## config.mk

```make
export PLATFORM = sky130hd
export DESIGN_NAME = rr_req_arbiter
export DESIGN_NICKNAME = d
export VERILOG_FILES = /design/src/rtl/rr_req_arbiter.sv
export SDC_FILE = /design/constraint.sdc
export NUM_CORES = 1
export LEC_CHECK = 0
export CAP_MARGIN = 5
export CORE_MARGIN = 2
export CORE_UTILIZATION = 40
export DETAILED_ROUTE_END_ITERATION = 16
export DONT_BUFFER_PORTS = 1
export SYNTH_ARGS = -nofsm -noshare
export SYNTH_HDL_FRONTEND = slang
export SYNTH_SLANG_ARGS = --single-unit
```

## constraint.sdc

```tcl
create_clock -name clk -period 3.8 [get_ports clk]
set_input_delay 0.57 -clock clk [delete_from_list [all_inputs] [get_ports clk]]
set_output_delay 0.57 -clock clk [all_outputs]
set_load 0.02 [all_outputs]
```

## src/rtl/rr_req_arbiter.sv

```systemverilog
// Round-robin arbiter for one shared resource: req/gnt hold handshake,
// per-grant hold timeout with re-request masking, and a one-cycle bus turnaround.
module rr_req_arbiter #(
  parameter int NREQ     = 4,
  parameter int MAX_HOLD = 8
) (
  input  logic                    clk,
  input  logic                    rst,
  input  logic [NREQ-1:0]         req,
  output logic [NREQ-1:0]         gnt,
  output logic [$clog2(NREQ)-1:0] gnt_id,
  output logic                    busy,
  output logic                    timeout
);

  localparam int IW = $clog2(NREQ);
  localparam int HW = $clog2(MAX_HOLD + 1);

  typedef enum logic [1:0] {IDLE, BUSY, GAP} state_t;

  state_t          state;
  logic [IW-1:0]   ptr;
  logic [NREQ-1:0] mask;
  logic [HW-1:0]   hold_cnt;
  logic [NREQ-1:0] elig;
  logic [IW-1:0]   win;

  // First eligible index found when searching from p upward with wrap.
  function automatic logic [IW-1:0] pick(input logic [NREQ-1:0] e, input logic [IW-1:0] p);
    logic [IW-1:0] w;
    logic          found;
    int            idx;
    w     = '0;
    found = 1'b0;
    for (int k = 0; k < NREQ; k++) begin
      idx = (int'(p) + k) % NREQ;
      if (!found && e[idx[IW-1:0]]) begin
        w     = idx[IW-1:0];
        found = 1'b1;
      end
    end
    return w;
  endfunction

  function automatic logic [IW-1:0] next_idx(input logic [IW-1:0] i);
    return (i == IW'(NREQ - 1)) ? '0 : i + IW'(1);
  endfunction

  function automatic logic [NREQ-1:0] onehot(input logic [IW-1:0] i);
    logic [NREQ-1:0] v;
    v    = '0;
    v[i] = 1'b1;
    return v;
  endfunction

  assign elig = req & ~mask;
  assign win  = pick(elig, ptr);

  always_ff @(posedge clk or posedge rst) begin
    if (rst) begin
      state    <= IDLE;
      gnt      <= '0;
      gnt_id   <= '0;
      busy     <= 1'b0;
      timeout  <= 1'b0;
      ptr      <= '0;
      mask     <= '0;
      hold_cnt <= '0;
    end else begin
      timeout <= 1'b0;
      // A requester seen low is forgiven; a revoke below re-sets its own bit.
      mask    <= mask & req;
      case (state)
        IDLE: begin
          if (|elig) begin
            gnt      <= onehot(win);
            gnt_id   <= win;
            busy     <= 1'b1;
            hold_cnt <= HW'(1);
            state    <= BUSY;
          end
        end
        BUSY: begin
          if (!req[gnt_id]) begin
            gnt   <= '0;
            busy  <= 1'b0;
            ptr   <= next_idx(gnt_id);
            state <= GAP;
          end else if (hold_cnt == HW'(MAX_HOLD)) begin
            gnt     <= '0;
            busy    <= 1'b0;
            timeout <= 1'b1;
            mask    <= (mask & req) | onehot(gnt_id);
            ptr     <= next_idx(gnt_id);
            state   <= GAP;
          end else begin
            hold_cnt <= hold_cnt + HW'(1);
          end
        end
        GAP:     state <= IDLE;
        default: state <= IDLE;
      endcase
    end
  end

endmodule

```

# Yosys cells after proc, flatten, opt, wreduce, memory -nomap -nowiden
# Index checks and enable logic that the tools add are counted.
# totals
reg_bits	20
output_inout_bits	8
inputBits	6
wordCells	95
# op_classes
addsub	5
n_reduce_logical	16
order_cmp	8
n_mux	46
n_eq_ne	8
bitwise	4
# ops
operator	count
$mux W4	9
$mux W2	10
$lt A2 B3 Y1 const B	6
$mux W1	16
$pmux W4 S2	2
$bmux W1 S2	5
$and A4 B4 Y4	2
$ne A2 B2 Y1 const B	3
$reduce_and A2 Y1	3
$logic_and A1 B1 Y1	5
$add A2 B1 Y2 const B	2
$add A2 B2 Y2 const B	2
$add A4 B1 Y4 const B	1
$demux W1 S2	2
$eq A4 B4 Y1 const B	1
$ge A2 B1 Y1 const B	2
$not A4 Y4	1
$or A4 B4 Y4	1
$pmux W2 S2	1
$reduce_and A4 Y1	1
$reduce_or A4 Y1	1
$logic_not A1 Y1	3
$ne A3 B3 Y1 const B	1
$reduce_and A3 Y1	1
6 further kinds	6

# Longest topological paths before layout
# Gate-level depths: netlist of the first run.
# depth
ltp_word	20
ltp_mapped	6
depth_no_buf	6

# Worst setup path before layout of the first run
# No wires, ideal clock.
# synth_path
path_kind	register to register
startpoint	register gnt_id[0]
endpoint	register ptr[1]
path_slack_ps	1970
setup_ps	125
arrival_time_ps	1705
path_stages_with_launch	4
synth_period_minus_slack_ps	1830
required_ps	3675
path_cell_list	dfrtp_1 mux4_2 a21boi_4 mux2_4
# synth_between
elab_chain_len	4
# synth_rtl
element	line_no	rtl
start: declaration	11	output logic [$clog2(NREQ)-1:0] gnt_id,
start signal: assignment	77	gnt_id <= win;
$add A2 B1 Y2, or another cell as far along	46	return (i == IW'(NREQ - 1)) ? '0 : i + IW'(1);
$mux W2 / $mux W1 (equally long branches)	46, 84	
$mux W2 / $ne A2 B1 Y1 (equally long branches)	n/a	
$mux W2 / $reduce_and A2 Y1 (equally long branches)	n/a	
end signal: assignment	87	ptr <= next_idx(gnt_id);
end signal: assignment	94	ptr <= next_idx(gnt_id);
end: declaration	22	logic [IW-1:0] ptr;
# Parallel ways exist; a longest one is shown, timed or not. The select of a mux whose other input is x is not followed.
# A chain may end at the register's enable or synchronous reset.

# Worst setup path after layout of the first run
# Same ends and word-level chain as after synthesis.

==> results.toml, run 1 <==
[setup_path]
worstPathArrival_ps = 2160
cp_slowest_cell = "mux4_2"
critPathRequiredTime_ps = 3990
critPathLaunchType = "register"
crit_chain = "mux4_2 > a21boi_4 > mux2_4"
slowest_delay_ps = 650
critical_path.max_fanout = 9
critPathKind = "reg -> reg"
endpoint_kind = "register"

[sta]
rsz0062_at_grt = "no"
clock_skew_ps = 3.33
setup_tns_ps = 0
worstMarginPinSlew_ps = 823
fmax_mhz = 509
period_minus_slack_ps = 1960
hold_violations = 0
maxSlewViolCount = 0
relSlewSlack = 0.450
setup_viol = 0
hold_slack_ps = 278
period_share = 0.517

[die]
fp.dieW_um = 54.8
rows = 18
start_util = 0.420
fp.coreArea_um2 = 2450
dieArea_um2 = 3000
io_pins = 14
die_h_um = 54.8

[placed_design]
io_buffers = 0
gp_congestion = 0.819
dp.cells = 120
dp_hpwl_um = 1370
place_area_um2 = 1060

[drt]
ant_nets = 0
first_iter_violations = 16
vias_per_cell = 5.52
vias = 684
wl_per_cell_um = 15.1
first_pass_iters = 4
totalWireLength_um = 1880
drcViolationCount = 0

[min_path]
hp-class = "in -> async"

[global_route]
grt_start_max_net_pins = 21
grt_pass1_wl_um = 3140
antenna_found_initial = 0
gr-usage-all-layers = 0.148
grt_overflow = 0
grt_pass1_vias = 706

[clock_tree]
insertion_delay_ps = 300
cts_buffer_depth = 2
post_cts_buffers = 0
cts_buffers = 3
root_buffer = "clkbuf_4"
clkTransAtPathRegs_ps = 120
postCtsHoldBufs = 0
htreeDepth = 1
cts.sinks = 20
cts_tree = "built"
cts.repair.resized = 0

[yosys]
syn_area_um2 = 1030
yosysUniqueCellTypes = 35
synth_seq_cells = 20
syn_nets = 103
yosys_warnings = 0
netlist_instances = 91
ys_seq_area_frac = 0.485
post_synth.cell_area_avg_um2 = 11.3

[power]
seqPwrFrac = 0.459
power.total_mw = 0.806
power.density_nw_per_um2 = 736
swShare = 0.416
clkPwrFrac = 0.156
power.leakage_nw = 0.498
ir_drop_uv = 408
combPwrFrac = 0.385
intPower_mw = 0.471
switching_power_mw = 0.335

[final_layout]
area_growth_pct = 6.06
num-nets-final = 107
final_cell_count_no_fill = 124
drive_gt1_frac = 0.128
antenna_cells = 0
finalInstanceArea_um2 = 1090

[outcome]
outcome = "complete, no violations"

[flow_run]
maxCapViolations = 0
metrics by stage:
step                 util  setup WS, ps
finish              0.446          1840
detailed placement  0.431          1720
global placement    0.431          1770
floorplan               -          1970
CTS                 0.446          1820
global route        0.446          1750
state kept, by name (all words and copies together), names as in the netlist:
name / cells
timeout: 1
ptr: 2
mask: 4
busy: 1
state: 2
hold_cnt: 4
gnt: 4
gnt_id: 2
synthesized netlist by cell type:
cell type	number	area, µm²
a21boi_0	1	7.51
a21boi_4	1	18.8
a21oi_1	1	5.00
a22o_1	4	35.0
a31oi_1	1	6.26
and2b_1	1	7.51
and3_1	1	6.26
buf_6	1	11.3
dfrtp_1	20	500
ha_1	6	75.1
inv_1	7	26.3
mux2_2	1	11.3
mux2_4	1	15.0
mux4_2	1	22.5
nand2_1	9	33.8
nand2_2	1	6.26
nand2b_1	1	6.26
nand3_1	4	20.0
nand3_2	1	10.0
nand3b_1	1	7.51
nand4_1	1	6.26
nor2_1	3	11.3
nor2b_1	3	18.8
nor2b_2	1	8.76
nor4b_1	1	8.76
o211a_1	1	10.0
o211ai_1	1	7.51
o21a_1	1	7.51
o21ai_0	5	25.0
o21ai_1	2	10.0
o22a_1	1	8.76
o22ai_1	1	6.26
o32ai_1	4	35.0
o41ai_4	1	27.5
or3b_1	1	8.76
cell families (layout without fill, tap and decap cells):
| kind of cell | Yosys count | count (layout) | synth area share |
|---|---|---|---|
| flops | 20 | 20 | 0.485 |
| simple gates | 29 | 29 | 0.155 |
| fa+ha+maj | 6 | 6 | 0.0727 |
| buf+inv | 8 | 11 | 0.0364 |
| compound gates | 25 | 25 | 0.204 |
| mux | 3 | 3 | 0.0473 |
layout make-up:
| class | instances | area [µm²] |
|---|---|---|
| inverter | 7 | 26.3 |
| fill | 232 | 1360 |
| sequential | 20 | 500 |
| multi-input combinational | 63 | 494 |
| clock buffer | 4 | 36.3 |
| tap | 30 | 37.5 |
final timing paths:
path                                          from                      end  slack, ps  depth (start not counted)
max                          gnt_id[0]$_DFFE_PP0P_       ptr[1]$_DFFE_PP0P_       1840                          3
min                                            rst  hold_cnt[2]$_DFFE_PP0P_        280                          1
max reg2reg                  gnt_id[0]$_DFFE_PP0P_       ptr[1]$_DFFE_PP0P_       1840                          3
min reg2reg                hold_cnt[3]$_DFFE_PP0P_  hold_cnt[3]$_DFFE_PP0P_        490                          1
max in group asynchronous                      rst       gnt[1]$_DFFE_PP0P_       3050                          1
min in group clk                            req[0]        mask[0]$_DFF_PP0_        410                          1
power by group through the flow:
| stage | clock network, mW | logic, mW | registers, mW |
|---|---|---|---|
| 2_1_floorplan | 0 | 0.273 | 0.361 |
| 3_3_place_gp | 0 | 0.309 | 0.376 |
| 3_5_place_dp | 0 | 0.310 | 0.376 |
| 4_1_cts | 0.128 | 0.315 | 0.371 |
| 5_1_grt | 0.137 | 0.358 | 0.382 |
| 6_report | 0.125 | 0.311 | 0.370 |
layout by cell type (no fill, tap or decap), types with 2 or more instances in the layout:
master and count:
o32ai_1 4, nor2_1 3, nor2b_1 3, o21ai_0 5
dfrtp_1 20, ha_1 6, a22o_1 4, clkbuf_4 3
nand2_1 9, inv_1 7, o21ai_1 2, nand3_1 4
worst max-delay path, delay by kind of cell, from the launching register on:
kind | cells | cell delay, ps
AO/OA/AOI/OAI | 1 | 290
flip-flops | 1 | 590
multiplexers | 2 | 970
routing by layer:
metal	GRT usage	vias to the layer above	routed length, µm
met5	0	-	0
li1	-	339	-
met4	0.0625	0	15
met1	0.204	327	964
met3	0.0355	2	135
met2	0.218	16	760
Note: power is estimated with default switching activity, not from simulation.
==> run 2, diff against run 1 <==
==> constraint.sdc (replaced) <==
create_clock -name clk -period 1.71 [get_ports clk]
set_input_delay 0.2565 -clock clk [delete_from_list [all_inputs] [get_ports clk]]
set_output_delay 0.2565 -clock clk [all_outputs]
set_load 0.02 [all_outputs]
==> run 2 against run 1 <==
Net effect: sequential cell count stayed put; wire length is 7.2% higher; cell count up 6.5%; via count is 4.1% higher; cell area is 5.8% higher; register-to-register slack lost 1700 ps; clock skew is 1.1 ps higher; worst hold slack got worse by 190 ps; critical path type unchanged; critical endpoint is now gnt[0]$_DFFE_PP0P_.
==> results.toml, run 2 (synthesized netlist as in run 1, its figures left out) <==
[sta]
period_minus_slack_ps = 1570
relSlewSlack = 0.730
fmax_mhz = 637
period_share = 0.918
clock_skew_ps = 4.42
setup_viol = 0
maxSlewViolCount = 0
hold_violations = 0
rsz0062_at_grt = "no"
worstMarginPinSlew_ps = 405

[clock_tree]
insertion_delay_ps = 300
clkTransAtPathRegs_ps = 120
root_buffer = "clkbuf_4"
htreeDepth = 1
cts_tree = "built"
cts.sinks = 20
cts.repair.resized = 0
post_cts_buffers = 0
postCtsHoldBufs = 1
cts_buffer_depth = 2
cts_buffers = 3

[global_route]
grt_pass1_wl_um = 3160
gr-usage-all-layers = 0.155
grt_overflow = 0
grt_pass1_vias = 698
grt_start_max_net_pins = 12
antenna_found_initial = 0

[power]
combPwrFrac = 0.450
intPower_mw = 1.13
clkPwrFrac = 0.146
seqPwrFrac = 0.405
power.leakage_nw = 0.535
ir_drop_uv = 1010
power.density_nw_per_um2 = 1650
power.total_mw = 1.91
switching_power_mw = 0.781
swShare = 0.408

[placed_design]
io_buffers = 0
dp_hpwl_um = 1490
gp_congestion = 0.739

[final_layout]
n_fill_cell = 220
antenna_cells = 0
multi_input_area_um2 = 494
final_cell_mix = "19 x dfrtp_1, 9 x nand2_1, 7 x inv_1, 7 x buf_4, 6 x ha_1"
area_growth_pct = 12.2
final_common_cell = "dfrtp_1"
ff_latch_area_um2 = 502
reg.largest.list = "gnt x4, hold_cnt x4, mask x4"
final_core_util = 0.472
drive_gt1_frac = 0.196
num-nets-final = 115

[setup_path]
ff2ff_path_depth = 4
crit_chain = "and2b_1 > or3b_1 > o211a_1 > o32ai_1"
critPathKind = "reg -> reg"
critical_path.max_fanout = 5
reg2reg_setup_slack_ps = 140
r2r_end = "gnt[0]$_DFFE_PP0P_"
critPathLaunchType = "register"
slowest_delay_ps = 400
endpoint_kind = "register"
rr_startpoint = "mask[2]$_DFF_PP0_"
cp_num_buf_inv = 0
worstPathArrival_ps = 1770
cp_slowest_cell = "dfrtp_1"
path_delay_family = "simple AND/OR/NAND/NOR gates"
critPathRequiredTime_ps = 1910

[drt]
totalWireLength_um = 2010
vias = 712
first_pass_iters = 4
drcViolationCount = 0
vias_per_cell = 5.39
ant_nets = 0
wl_per_cell_um = 15.2
first_iter_violations = 6

[die]
rows = 18
die_h_um = 54.8
fp.dieW_um = 54.8
start_util = 0.420
io_pins = 14
dieArea_um2 = 3000
fp.coreArea_um2 = 2450

[outcome]
outcome = "complete, no violations"

[min_path]
whs_path_depth = 1
worstHoldEndpoint = "mask[0]$_DFF_PP0_"
hp-start = "req[0]"
hp-class = "in -> reg"

[flow_run]
maxCapViolations = 0
-- run 2: cell types whose count changed in the layout (fill, tap and decap cells not counted) --
cell	previous run	this run
dfrtp_2	0	1
dfrtp_1	20	19
dlygate4sd3_1	0	1
buf_4	0	7
-- run 2: how the worst max path moves through the flow --
stage	from	endpoint	slack (ps)	cells past startpoint
2_1_floorplan	gnt_id[0]$_DFFE_PP0P_	ptr[1]$_DFFE_PP0P_	-20	3
6_report	mask[2]$_DFF_PP0_	gnt[0]$_DFFE_PP0P_	140	4
3_5_place_dp	gnt_id[0]$_DFFE_PP0P_	ptr[1]$_DFFE_PP0P_	160	3
4_1_cts	gnt_id[0]$_DFFE_PP0P_	ptr[1]$_DFFE_PP0P_	130	3
5_1_grt	hold_cnt[0]$_DFFE_PP0P_	mask[2]$_DFF_PP0_	90	5
3_3_place_gp	gnt_id[0]$_DFFE_PP0P_	ptr[1]$_DFFE_PP0P_	160	3
-- run 2: per-layer routing --
layer / global-route usage / vias up / wire length (µm)
met2: 0.216 / 17 / 851
met5: 0 / - / 0
li1: - / 355 / -
met3: 0.0492 / 2 / 116
met4: 0.0625 / 0 / 15
met1: 0.220 / 338 / 1030
-- run 2: power by group through the flow --
| stage | combinational (mW) | sequential [mW] | clock, mW |
|---|---|---|---|
| 5_1_grt | 0.965 | 0.790 | 0.315 |
| 3_3_place_gp | 0.850 | 0.778 | 0 |
| 2_1_floorplan | 0.606 | 0.805 | 0 |
| 6_report | 0.860 | 0.774 | 0.278 |
| 4_1_cts | 0.871 | 0.776 | 0.286 |
| 3_5_place_dp | 0.862 | 0.782 | 0 |
-- run 2: through the flow --
step	area (µm²)	hold slack [ps]	worst slack, ps	setup TNS, ps	instances
CTS	1160	80.4	133	0	132
floorplan	1030	220	-22.5	-22.5	91
global route	1160	66.0	87.5	0	132
finish	1160	85.3	140	0	132
global placement	1110	142	163	0	127
detailed placement	1110	151	157	0	127
-- run 2: area by class of cell --
class | instances | area share
Clock buffer | 4 | 0.0313
Tap cell | 30 | 0.0324
Timing Repair Buffer | 8 | 0.0540
Inverter | 7 | 0.0227
Sequential cell | 20 | 0.433
Multi-Input combinational cell | 63 | 0.427
==> run 3, diff against run 2 <==
--- a/config.mk
+++ b/config.mk
@@ -8,8 +8,10 @@
 export CAP_MARGIN = 5
 export CORE_MARGIN = 2
 export CORE_UTILIZATION = 40
+export CTS_BUF_LIST = sky130_fd_sc_hd__clkbuf_16
 export DETAILED_ROUTE_END_ITERATION = 16
 export DONT_BUFFER_PORTS = 1
+export REMOVE_ABC_BUFFERS = 1
 export SYNTH_ARGS = -nofsm -noshare
 export SYNTH_HDL_FRONTEND = slang
 export SYNTH_SLANG_ARGS = --single-unit
==> run 3 against run 2 <==
Net effect: worst setup slack gained 1.8 ps; fmax grew 0.12%; cell count down 1.5%; sequential share of layout area is 2.0 points lower; global-route usage up 2.5 points; die area unchanged; largest cell class unchanged; highest routed layer unchanged.
==> results.toml, run 3 (synthesized netlist as in run 1, its figures left out) <==
[outcome]
outcome = "complete, no violations"

[clock_tree]
insertion_delay_ps = 260
clkTransAtPathRegs_ps = 60
cts_buffers = 3
post_cts_buffers = 0
cts.sinks = 20
cts_tree = "built"
cts_buffer_depth = 2
root_buffer = "clkbuf_16"
htreeDepth = 1

[placed_design]
dp_hpwl_um = 1490
gp_congestion = 0.757
dp_slack_ps = 143
io_buffers = 0

[setup_path]
r2r_end = "ptr[1]$_DFFE_PP0P_"
cp-startpoint = "gnt_id[0]$_DFFE_PP0P_"
endpoint = "ptr[1]$_DFFE_PP0P_"
critical_path.max_fanout = 5
reg2reg_setup_slack_ps = 140
critPathRequiredTime_ps = 1850
ff2ff_path_depth = 3
worstPathArrival_ps = 1710
critPathLaunchType = "register"
rr_startpoint = "gnt_id[0]$_DFFE_PP0P_"
endpoint_kind = "register"
critPathKind = "reg -> reg"

[drt]
drcViolationCount = 0
first_pass_iters = 4
totalWireLength_um = 2070
ant_nets = 0
vias = 699
wl_per_cell_um = 15.9
vias_per_cell = 5.38
first_iter_violations = 6

[final_layout]
drive_gt1_frac = 0.170
antenna_cells = 0
area_growth_pct = 17.3
final_cell_mix = "20 x dfrtp_1, 9 x nand2_1, 7 x inv_1, 6 x ha_1"
final_common_cell = "dfrtp_1"
reg.largest.list = "gnt x4, hold_cnt x4, mask x4"
num-nets-final = 113
n_fill_cell = 225
final_core_util = 0.493

[die]
start_util = 0.420
io_pins = 14
fp.coreArea_um2 = 2450
fp.dieW_um = 54.8
dieArea_um2 = 3000
die_h_um = 54.8
rows = 18

[power]
power.leakage_nw = 0.557
seqPwrFrac = 0.345
clkPwrFrac = 0.287
combPwrFrac = 0.368
intPower_mw = 1.45
switching_power_mw = 0.814
ir_drop_uv = 1000
power.density_nw_per_um2 = 1870
swShare = 0.360

[global_route]
use_met3 = 0.0519
use_met2 = 0.262
grt_pass1_wl_um = 3650
grt_busiest_layer = "met2"
met1_usage = 0.226
antenna_found_initial = 0
grt_pass1_vias = 752
grt_overflow = 0
grt_start_max_net_pins = 21
gr-usage-all-layers = 0.180

[sta]
fin_ws_ps = 141
setup_tns_ps = 0
rsz0062_at_grt = "no"
period_minus_slack_ps = 1570
clock_skew_ps = 2.37
fmax_mhz = 637
period_share = 0.917
worstMarginPinSlew_ps = 456
maxSlewViolCount = 0
relSlewSlack = 0.695
hold_violations = 0
hold_slack_ps = 140
setup_viol = 0

[flow_run]
maxCapViolations = 0

[min_path]
hp-class = "in -> reg"
run 3: cell type report:
cell class	count	area (µm²)	area share
sequential	20	500	0.413
multi-input combinational	63	494	0.408
clock buffer	3	75.1	0.0620
timing repair buffer	6	47.5	0.0393
tap	30	37.5	0.0310
clock inverter	1	30.0	0.0248
inverter	7	26.3	0.0217
run 3: critical path, stage by stage (launching register included):
cell and delay (ps):
dfrtp_1 370, mux4_2 600, a21boi_4 180, mux2_4 310
run 3: worst min-delay path by stage:
stage | from | to | cells past startpoint
2_1_floorplan | rst | busy$_DFFE_PP0P_ | 1
3_5_place_dp | rst | busy$_DFFE_PP0P_ | 2
6_report | req[1] | mask[1]$_DFF_PP0_ | 1
3_3_place_gp | rst | hold_cnt[0]$_DFFE_PP0P_ | 2
4_1_cts | req[0] | mask[0]$_DFF_PP0_ | 1
5_1_grt | req[1] | mask[1]$_DFF_PP0_ | 1
run 3: what timing repair did:
item                      4_1_cts  5_1_grt
hold buffers                    1        0
resized for setup               0        0
hold endpoints to repair       20        0
run 3: power groups by stage:
stage	Clock (mW)	Combinational, mW	Sequential (mW)
2_1_floorplan	0	0.574	0.802
3_3_place_gp	0	0.820	0.778
3_5_place_dp	0	0.837	0.782
4_1_cts	0.663	0.841	0.780
5_1_grt	0.681	0.942	0.802
6_report	0.650	0.832	0.779
run 3: metrics by stage:
step,instance area (µm²),total power [mW],cells
2_1_floorplan,1020,1.38,90
3_3_place_gp,1100,1.60,125
3_5_place_dp,1100,1.62,125
4_1_cts,1210,2.28,130
5_1_grt,1210,2.43,130
6_report,1210,2.26,130
run 3: metal layers:
layer	vias up	wire length, µm
li1	348	-
met2	19	846
met1	327	1000
met5	-	0
met4	0	72
met3	5	150
